$ cat config.mk
export PLATFORM = sky130hd
export DESIGN_NAME = psum_accum_buffer
export DESIGN_NICKNAME = d
export VERILOG_FILES = /design/src/rtl/psum_accum_buffer.sv
export SDC_FILE = /design/constraint.sdc
export NUM_CORES = 1
export LEC_CHECK = 0
export ABC_AREA = 1
export CORE_MARGIN = 8
export CORE_UTILIZATION = 40
export CTS_CLUSTER_SIZE = 25
export DETAILED_ROUTE_END_ITERATION = 6
export PLACE_DENSITY = 0.56
export SLEW_MARGIN = 20
export SYNTH_ARGS = -nofsm -noshare
export SYNTH_HDL_FRONTEND = slang
export SYNTH_SLANG_ARGS = --single-unit
$ cat constraint.sdc
create_clock -name clk1 -period 2.9 [get_ports clk1]
set_clock_uncertainty 0.15 [all_clocks]
set_input_delay 0.58 -clock clk1 [delete_from_list [all_inputs] [get_ports clk1]]
set_output_delay 0.58 -clock clk1 [all_outputs]
set_load 0.05 [all_outputs]
$ cat src/rtl/psum_accum_buffer.sv
// Accumulates one filter's per-channel partial-sum map across CI channels, then streams the shifted/ReLU'd/saturated map out.
// Latency: in_valid of a final-channel beat to out_valid is 2 cycles; done follows out_last by 1 cycle.
// Backpressure: none; input beats are accepted every cycle in ACCUM and the output stream cannot be stalled.
module psum_accum_buffer #(
    parameter int DATA_W     = 8,
    parameter int ACC_W      = 16,
    parameter int OUT_W      = 2,
    parameter int OUT_H      = 2,
    parameter int CI         = 3,
    parameter int FRAC_SHIFT = 0,
    parameter int RELU       = 0
) (
    input  logic                     clk1,
    input  logic                     rst,
    input  logic                     start,
    input  logic                     in_valid,
    input  logic signed [ACC_W-1:0]  in_data,
    output logic                     busy,
    output logic                     out_valid,
    output logic signed [DATA_W-1:0] out_data,
    output logic                     out_last,
    output logic                     done,
    output logic                     err
);

    localparam int N  = OUT_W * OUT_H;
    localparam int AW = (N > 1) ? $clog2(N) : 1;
    localparam int CW = (CI > 1) ? $clog2(CI) : 1;

    localparam logic signed [ACC_W-1:0] ACC_MAX = {1'b0, {(ACC_W-1){1'b1}}};
    localparam logic signed [ACC_W-1:0] ACC_MIN = {1'b1, {(ACC_W-1){1'b0}}};
    localparam logic signed [ACC_W-1:0] OUT_MAX = ACC_W'((1 << (DATA_W - 1)) - 1);
    localparam logic signed [ACC_W-1:0] OUT_MIN = ~OUT_MAX;

    // Write-back and re-read of one address are always >= 2 cycles apart only when N >= 4.
    generate
        if (N < 4) begin : g_bad_map_size
            $error("psum_accum_buffer: OUT_W*OUT_H must be >= 4");
        end
        if (CI < 1) begin : g_bad_ci
            $error("psum_accum_buffer: CI must be >= 1");
        end
    endgenerate

    typedef enum logic [1:0] {
        ST_IDLE  = 2'd0,
        ST_ACCUM = 2'd1,
        ST_FLUSH = 2'd2
    } state_t;

    typedef struct packed {
        logic                    vld;
        logic                    first;
        logic                    last;
        logic [AW-1:0]           addr;
        logic signed [ACC_W-1:0] dat;
    } s1_t;

    state_t                   state_q, state_d;
    logic [AW-1:0]            pix_cnt_q, pix_cnt_d;
    logic [CW-1:0]            ch_cnt_q, ch_cnt_d;
    s1_t                      s1_q, s1_d;
    logic                     busy_q, busy_d;
    logic                     out_valid_q, out_valid_d;
    logic                     out_last_q, out_last_d;
    logic signed [DATA_W-1:0] out_data_q, out_data_d;
    logic                     done_q, done_d;
    logic                     err_q, err_d;

    logic signed [ACC_W-1:0]  mem [N];
    logic signed [ACC_W-1:0]  mem_rd_q;
    logic                     mem_we;

    logic signed [ACC_W:0]    sum_wide;
    logic signed [ACC_W-1:0]  sum_sat;
    logic signed [ACC_W-1:0]  sum_sel;
    logic signed [ACC_W-1:0]  shifted;
    logic signed [ACC_W-1:0]  clamped;

    // Stage 2 add/saturate and stage 3 post-processing datapath.
    always_comb begin
        sum_wide = {mem_rd_q[ACC_W-1], mem_rd_q} + {s1_q.dat[ACC_W-1], s1_q.dat};
        if (sum_wide[ACC_W] != sum_wide[ACC_W-1]) begin
            sum_sat = sum_wide[ACC_W] ? ACC_MIN : ACC_MAX;
        end else begin
            sum_sat = sum_wide[ACC_W-1:0];
        end
        sum_sel = s1_q.first ? s1_q.dat : sum_sat;

        shifted = sum_sel >>> FRAC_SHIFT;
        clamped = shifted;
        if ((RELU != 0) && shifted[ACC_W-1]) begin
            clamped = '0;
        end else if (shifted > OUT_MAX) begin
            clamped = OUT_MAX;
        end else if (shifted < OUT_MIN) begin
            clamped = OUT_MIN;
        end
    end

    always_comb begin
        state_d   = state_q;
        pix_cnt_d = pix_cnt_q;
        ch_cnt_d  = ch_cnt_q;
        busy_d    = busy_q;
        err_d     = err_q;
        done_d    = 1'b0;
        s1_d      = s1_q;
        s1_d.vld  = 1'b0;

        mem_we      = s1_q.vld && !s1_q.last;
        out_valid_d = s1_q.vld && s1_q.last;
        out_last_d  = out_valid_d && (s1_q.addr == AW'(N - 1));
        out_data_d  = out_valid_d ? DATA_W'(clamped) : out_data_q;

        case (state_q)
            ST_IDLE: begin
                if (start) begin
                    state_d   = ST_ACCUM;
                    pix_cnt_d = '0;
                    ch_cnt_d  = '0;
                    busy_d    = 1'b1;
                    err_d     = 1'b0;
                end
                if (in_valid) begin
                    err_d = 1'b1;
                end
            end
            ST_ACCUM: begin
                if (start) begin
                    err_d = 1'b1;
                end
                if (in_valid) begin
                    s1_d.vld   = 1'b1;
                    s1_d.first = (ch_cnt_q == '0);
                    s1_d.last  = (ch_cnt_q == CW'(CI - 1));
                    s1_d.addr  = pix_cnt_q;
                    s1_d.dat   = in_data;
                    if (pix_cnt_q == AW'(N - 1)) begin
                        pix_cnt_d = '0;
                        if (ch_cnt_q == CW'(CI - 1)) begin
                            ch_cnt_d = '0;
                            state_d  = ST_FLUSH;
                        end else begin
                            ch_cnt_d = ch_cnt_q + CW'(1);
                        end
                    end else begin
                        pix_cnt_d = pix_cnt_q + AW'(1);
                    end
                end
            end
            ST_FLUSH: begin
                if (start || in_valid) begin
                    err_d = 1'b1;
                end
                // The final pixel is on the output now; done lands one cycle later.
                if (out_valid_q && out_last_q) begin
                    state_d = ST_IDLE;
                    busy_d  = 1'b0;
                    done_d  = 1'b1;
                end
            end
            default: begin
                state_d = ST_IDLE;
                busy_d  = 1'b0;
            end
        endcase
    end

    always_ff @(posedge clk1) begin
        if (rst) begin
            state_q     <= ST_IDLE;
            pix_cnt_q   <= '0;
            ch_cnt_q    <= '0;
            s1_q        <= '0;
            busy_q      <= 1'b0;
            out_valid_q <= 1'b0;
            out_last_q  <= 1'b0;
            out_data_q  <= '0;
            done_q      <= 1'b0;
            err_q       <= 1'b0;
        end else begin
            state_q     <= state_d;
            pix_cnt_q   <= pix_cnt_d;
            ch_cnt_q    <= ch_cnt_d;
            s1_q        <= s1_d;
            busy_q      <= busy_d;
            out_valid_q <= out_valid_d;
            out_last_q  <= out_last_d;
            out_data_q  <= out_data_d;
            done_q      <= done_d;
            err_q       <= err_d;
        end
    end

    // Buffer RAM: contents are never reset, channel 0 always overwrites them.
    always_ff @(posedge clk1) begin
        if (mem_we) begin
            mem[s1_q.addr] <= sum_sel;
        end
        mem_rd_q <= mem[pix_cnt_q];
    end

    assign busy      = busy_q;
    assign out_valid = out_valid_q;
    assign out_data  = out_data_q;
    assign out_last  = out_last_q;
    assign done      = done_q;
    assign err       = err_q;

endmodule

==> impl_metrics.py, run 1 <==
metrics = {
    "cells_and_area": {
        "layout_common_cells": "nor2_1 (90), nand2_1 (74), o21ai_0 (73), edfxtp_1 (64), inv_1 (56)",
        "final_nets": 744,
        "final_common_cell": "nor2_1",
        "drive_gt1_frac": 0.261,
        "syn_to_final_growth_pct": 31.3,
        "n_antenna_cell": 0,
        "nFillCells": 1299,
    },
    "clock_tree": {
        "clk_path_buf_depth": 2,
        "ctsHoldBuffers": 0,
        "cts_sinks": 120,
        "tritoncts": "built",
        "cts_made_buffers": 17,
        "clk_latency_ns": 0.41,
        "clockRootBuffer": "clkbuf_16",
        "clkTransAtPathRegs_ns": 0.06,
        "htree_levels": 4,
    },
    "placed_design": {
        "place_ws_ns": -0.104,
        "io_buffer_count": 32,
        "routabilityCongestion": 0.913,
        "hpwl_um": 10300,
    },
    "pwr": {
        "total_power_w": 0.00957,
        "p_int_w": 0.00563,
        "p_sw_frac": 0.411,
        "leakagePower_nw": 2.97,
        "clockPowerShare": 0.207,
        "combPwrFrac": 0.512,
        "p_per_area_mw_per_mm2": 1310,
        "seqPwrFrac": 0.280,
        "max-vdd-ir-drop_uv": 532,
        "switchingPower_w": 0.00393,
    },
    "timing": {
        "worst_pin_slew_ns": 0.664,
        "setup_slack_ns": 0.104,
        "post-route-period-util": 0.964,
        "fin_crit_ns": 2.80,
        "fin_tns_setup_ns": 0,
        "grt_setup_unrepaired": "true",
        "slew_viol_final": 0,
        "setup_viol": 0,
        "hold_viol": 0,
        "fmax_ghz": 0.358,
        "slew_headroom": 0.557,
    },
    "run": {
        "maxCapViolCount": 0,
    },
    "floorplanning": {
        "core_mm2": 0.0138,
        "dieArea_mm2": 0.0180,
        "die_w_um": 134,
        "num_rows": 43,
        "initial_core_util": 0.405,
        "num_io_pins": 33,
        "dieHeight_um": 134,
    },
    "critical_path": {
        "critPathArrivalTime_ns": 2.94,
        "ff2ff_path_depth": 19,
        "critPathMaxFanout": 8,
        "worstReg2RegEnd": "out_data[0]",
        "crit_required_ns": 3.05,
        "timing.rr.start": "s1_q[9]",
        "critPathLaunch": "s1_q[9]",
        "startpoint_type": "flip-flop",
        "crit_path_end": "out_data[0]",
        "r2r_setup_slack_ns": 0.10,
        "crit_type": "flip-flop to flip-flop",
        "end_kind": "flip-flop",
    },
    "synth": {
        "ys_seq_area_frac": 0.545,
        "synth_top_family_by_area": "simple AND/OR/NAND/NOR gates",
        "synth-seq-cells": 120,
        "yosys.cell_types.count": 37,
        "synth_nets": 663,
        "synth_compound_area_frac": 0.149,
        "synth_cells": 622,
        "synthXorXnorAreaFrac": 0.0157,
        "yosysWarnings": 0,
        "synth.area.mux_share": 0,
        "synthAdderAreaFrac": 0.0484,
        "avgSynthCellArea_um2": 8.97,
        "synthesis.area_mm2": 0.00558,
        "yosys.area_share.simple": 0.186,
    },
    "routing": {
        "ant_nets": 0,
        "viasPerCell": 5.04,
        "drt-initial-drc-count": 384,
        "drt-total-wl_um": 14800,
        "vias": 4518,
        "drc": 0,
        "first_pass_iters": 4,
        "wire_per_inst_um": 16.5,
    },
    "worst_hold_path": {
        "hp-class": "flip-flop to flip-flop",
    },
    "global_route": {
        "grt_pass1_wl_um": 23200,
        "grtUsageTotal": 0.166,
        "grt_pass1_vias": 4494,
        "grt_max_degree": 35,
        "overflow": 0,
        "antenna_found_initial": 0,
    },
    "run_status": {
        "status": "finished, final reports clean",
    },
}
[Yosys cell counts (all sizes together)]
library cell / count / share of area
a211oi: 4 / 0.0054
a21boi: 1 / 0.0013
a21oi: 43 / 0.046
a31oi: 2 / 0.0022
buf: 4 / 0.0029
clkbuf: 14 / 0.0094
dfxtp: 56 / 0.20
edfxtp: 64 / 0.34
fa: 1 / 0.0036
ha: 20 / 0.045
inv: 64 / 0.043
nand2: 122 / 0.093
nand3: 17 / 0.015
nand4: 1 / 0.0011
nor2: 93 / 0.063
nor3: 8 / 0.010
nor4: 1 / 0.0011
o21ai: 74 / 0.068
o21bai: 3 / 0.0040
o221a: 1 / 0.0020
o22ai: 16 / 0.018
o31ai: 1 / 0.0013
or2: 2 / 0.0022
xnor2: 6 / 0.0094
xor2: 4 / 0.0063
[cell families after synthesis]
| kind of cell | Yosys count |
|---|---|
| AO/OA/AOI/OAI | 145 |
| XOR/XNOR | 10 |
| adder cells (fa/ha/maj) | 21 |
| buffers and inverters | 82 |
| flip-flops | 120 |
| AND/OR/NAND/NOR | 244 |
[cell type report]
type / count / area (µm²) / share of cell area
clock inverters: 13 / 130 / 0.0178
repair buffers: 80 / 697 / 0.0951
flip-flops and latches: 120 / 3050 / 0.417
multi-input cells: 420 / 2540 / 0.347
inverters: 64 / 250 / 0.0341
well taps: 180 / 225 / 0.0307
clock buffers: 19 / 433 / 0.0591
[layer usage]
layer | global-route usage | part of all wire
met1 | 0.216 | 0.47
met2 | 0.261 | 0.48
met3 | 0.0404 | 0.036
met4 | 0.0667 | 0.0076
met5 | 0 | 0
[per-stage QoR]
stage	util	cell area, µm²	cells	hold slack (ns)
after CTS	0.506	6970	889	0.317
after global placement	0.462	6370	855	0.305
after global routing	0.532	7330	896	0.356
after floorplan	-	5580	622	0.293
after detailed placement	0.462	6370	855	0.309
final	0.532	7330	896	0.314
[critical path, stage by stage (launching register included)]
cell	delay (ns)
dfxtp_2	0.34
ha_4	0.26
nand2_1	0.07
nand2_1	0.10
nand2_1	0.07
nand2_1	0.11
a21oi_4	0.23
buf_4	0.14
nand3_1	0.11
nand2_4	0.14
nand2_8	0.09
inv_4	0.07
nand2_4	0.06
nand3_2	0.10
nand2_1	0.05
nor2_1	0.12
nand3_2	0.12
a21oi_4	0.17
buf_12	0.14
a21oi_2	0.05
[timing repair]
item,CTS,global route
buffers inserted,2,7
setup endpoints to repair,7,7
gates cloned,0,0
pin swaps,4,32
resized for setup,9,77
[power groups by stage]
stage | clock [W] | sequential, W | combinational (W)
after global routing | 0.00209 | 0.00270 | 0.00537
after CTS | 0.00202 | 0.00264 | 0.00419
after detailed placement | 0 | 0.00267 | 0.00409
after global placement | 0 | 0.00267 | 0.00405
after floorplan | 0 | 0.00266 | 0.00251
final | 0.00198 | 0.00268 | 0.00490
[how the worst min path moves through the flow]
stage	cells past startpoint	slack (ns)	startpoint	endpoint
2_1_floorplan	2	0.29	s1_q[15]	s1_q[15]
3_3_place_gp	2	0.30	out_valid	done
3_5_place_dp	2	0.31	out_data[7]	out_data[7]
4_1_cts	2	0.32	out_data[7]	out_data[7]
5_1_grt	2	0.36	out_last	done
6_report	2	0.31	out_data[7]	out_data[7]
[flip-flops by register name, summed over array words and instances (netlist names)]
signal and flops:
out_last 1, out_valid 1, ch_cnt_q 2, mem 64
busy 1, done 1, err 1, pix_cnt_q 2
out_data 8, mem_rd_q 16, state_q 2, s1_q 21
Note: power is estimated with default switching activity, not from simulation.
==> run 2, diff against run 1 <==
--- a/config.mk
+++ b/config.mk
@@ -6,6 +6,7 @@
 export NUM_CORES = 1
 export LEC_CHECK = 0
 export ABC_AREA = 1
+export CORE_ASPECT_RATIO = 0.8
 export CORE_MARGIN = 8
 export CORE_UTILIZATION = 40
 export CTS_CLUSTER_SIZE = 25
==> run 2 against run 1 <==
Effect of this change:
- cell area is 2.4% lower
- via count is 1.1% lower
- clock power rose by 7%
- cell count down 0.78%
- worst hold slack got worse by 0.00072 ns
- utilization decreased by 0.58 points
- wire length rose by 3.4%
- non-clock buffer count shrank 7
- critical path depth shrank 1
- setup slack got worse by 0.017 ns
- maximum frequency down 0.60%
- critical path type unchanged
- critical endpoint is now out_data[1]
- largest cell class unchanged
- largest power group unchanged
==> impl_metrics.py, run 2 (synthesized netlist as in run 1, its figures left out) <==
metrics = {
    "run_status": {
        "status": "finished, final reports clean",
    },
    "clock_tree": {
        "clk_latency_ns": 0.41,
        "cts_made_buffers": 17,
        "clk_path_buf_depth": 2,
        "tritoncts": "built",
        "clockRootBuffer": "clkbuf_16",
        "htree_levels": 4,
        "clkTransAtPathRegs_ns": 0.06,
        "cts_sinks": 120,
    },
    "critical_path": {
        "end_kind": "flip-flop",
        "crit_required_ns": 3.05,
        "critPathArrivalTime_ns": 2.96,
        "r2r_setup_slack_ns": 0.09,
        "startpoint_type": "flip-flop",
        "crit_type": "flip-flop to flip-flop",
        "critPathMaxFanout": 7,
    },
    "pwr": {
        "p_sw_frac": 0.417,
        "combPwrFrac": 0.483,
        "total_power_w": 0.00929,
        "leakagePower_nw": 2.92,
        "p_int_w": 0.00542,
        "p_per_area_mw_per_mm2": 1300,
        "clockPowerShare": 0.228,
        "max-vdd-ir-drop_uv": 593,
        "seqPwrFrac": 0.290,
        "switchingPower_w": 0.00387,
    },
    "routing": {
        "wire_per_inst_um": 17.2,
        "first_pass_iters": 4,
        "drt-total-wl_um": 15300,
        "wl_met3_um": 792,
        "routed.top_layer": "met4",
        "met2_length_um": 6540,
        "drt-initial-drc-count": 299,
        "drc": 0,
        "vias": 4469,
        "wl_met1_um": 7790,
        "ant_nets": 0,
        "viasPerCell": 5.03,
    },
    "cells_and_area": {
        "syn_to_final_growth_pct": 28.3,
        "final_common_cell": "nor2_1",
        "multi_input_area_mm2": 0.00241,
        "reg_top3": "mem (64), s1_q (21), mem_rd_q (16)",
        "n_antenna_cell": 0,
        "drive_gt1_frac": 0.210,
        "regArea_mm2": 0.00305,
        "final_nets": 737,
        "top_register": "mem",
        "largest_reg_flops": 64,
        "layout_common_cells": "nor2_1 (91), nand2_1 (90), o21ai_0 (73), edfxtp_1 (64), inv_1 (56)",
        "nFillCells": 1247,
    },
    "timing": {
        "hold_viol": 0,
        "slew_headroom": 0.565,
        "fin_tns_setup_ns": 0,
        "slew_viol_final": 0,
        "fmax_ghz": 0.356,
        "post-route-period-util": 0.970,
        "worst_pin_slew_ns": 0.652,
        "setup_viol": 0,
        "grt_setup_unrepaired": "true",
        "fin_crit_ns": 2.81,
        "holdWs_ns": 0.313,
    },
    "global_route": {
        "grtUsageTotal": 0.172,
        "antenna_found_initial": 0,
        "grt_max_degree": 34,
        "grt_pass1_wl_um": 23600,
        "grt_pass1_vias": 4278,
        "overflow": 0,
    },
    "floorplanning": {
        "core_mm2": 0.0136,
        "initial_core_util": 0.410,
        "dieHeight_um": 122,
        "die_w_um": 148,
        "num_io_pins": 33,
        "num_rows": 38,
        "dieArea_mm2": 0.0180,
    },
    "placed_design": {
        "routabilityCongestion": 0.888,
        "hpwl_um": 10500,
        "io_buffer_count": 32,
    },
    "worst_hold_path": {
        "hp-class": "flip-flop to flip-flop",
    },
    "run": {
        "maxCapViolCount": 0,
    },
}
## run 2: worst max-delay path: stages (launching register included)
cell and delay (ns):
dfxtp_1 0.34, ha_1 0.37, nand2_1 0.09, nand2_1 0.07, nand2_1 0.08, nand2_1 0.09, a21oi_2 0.23, nand2_2 0.08
nand2_1 0.06, nand2_1 0.06, nand2_2 0.12, nand2_1 0.09, a21oi_1 0.19, nand2_1 0.07, nor2_1 0.13, nand3_2 0.12
a21oi_4 0.16, buf_12 0.14, a21oi_2 0.05
## run 2: timing repair
action	in CTS	in global routing
gates resized for setup	9	30
pin swaps	7	25
setup endpoints to repair	7	19
hold endpoints to repair	0	0
hold buffers	0	0
buffers inserted	4	5
## run 2: routing by layer
layer | vias to the layer above | GRT usage
met3 | 9 | 0.0371
met1 | 2109 | 0.246
met4 | 0 | 0.0534
met5 | - | 0
met2 | 101 | 0.256
li1 | 2250 | -
## run 2: power groups by stage
stage / Sequential (W) / Clock (W) / Combinational, W
after global placement: 0.00269 / 0 / 0.00396
after CTS: 0.00266 / 0.00214 / 0.00413
after global routing: 0.00271 / 0.00222 / 0.00495
after floorplan: 0.00266 / 0 / 0.00251
final: 0.00269 / 0.00212 / 0.00449
after detailed placement: 0.00269 / 0 / 0.00398
## run 2: layout make-up
type,instances,share of cell area
Timing Repair Buffer,73,0.0900
Tap cell,180,0.0315
Inverter,64,0.0343
Sequential cell,120,0.426
Clock buffer,17,0.0594
Clock inverter,15,0.0227
Multi-Input combinational cell,420,0.337
## run 2: final timing paths
path           start     endpoint  depth (start not counted)
max          s1_q[9]  out_data[1]                         18
min              err          err                          2
max reg2reg  s1_q[9]  out_data[1]                         18
min reg2reg      err          err                          2
## run 2: stage by stage
step | utilization | instances | worst slack, ns | area (µm²)
after CTS | 0.512 | 884 | 0.00119 | 6960
after floorplan | - | 622 | 0.252 | 5580
after global routing | 0.526 | 889 | -0.111 | 7160
final | 0.526 | 889 | 0.0872 | 7160
after detailed placement | 0.465 | 848 | -0.0710 | 6320
after global placement | 0.465 | 848 | 0.0307 | 6320
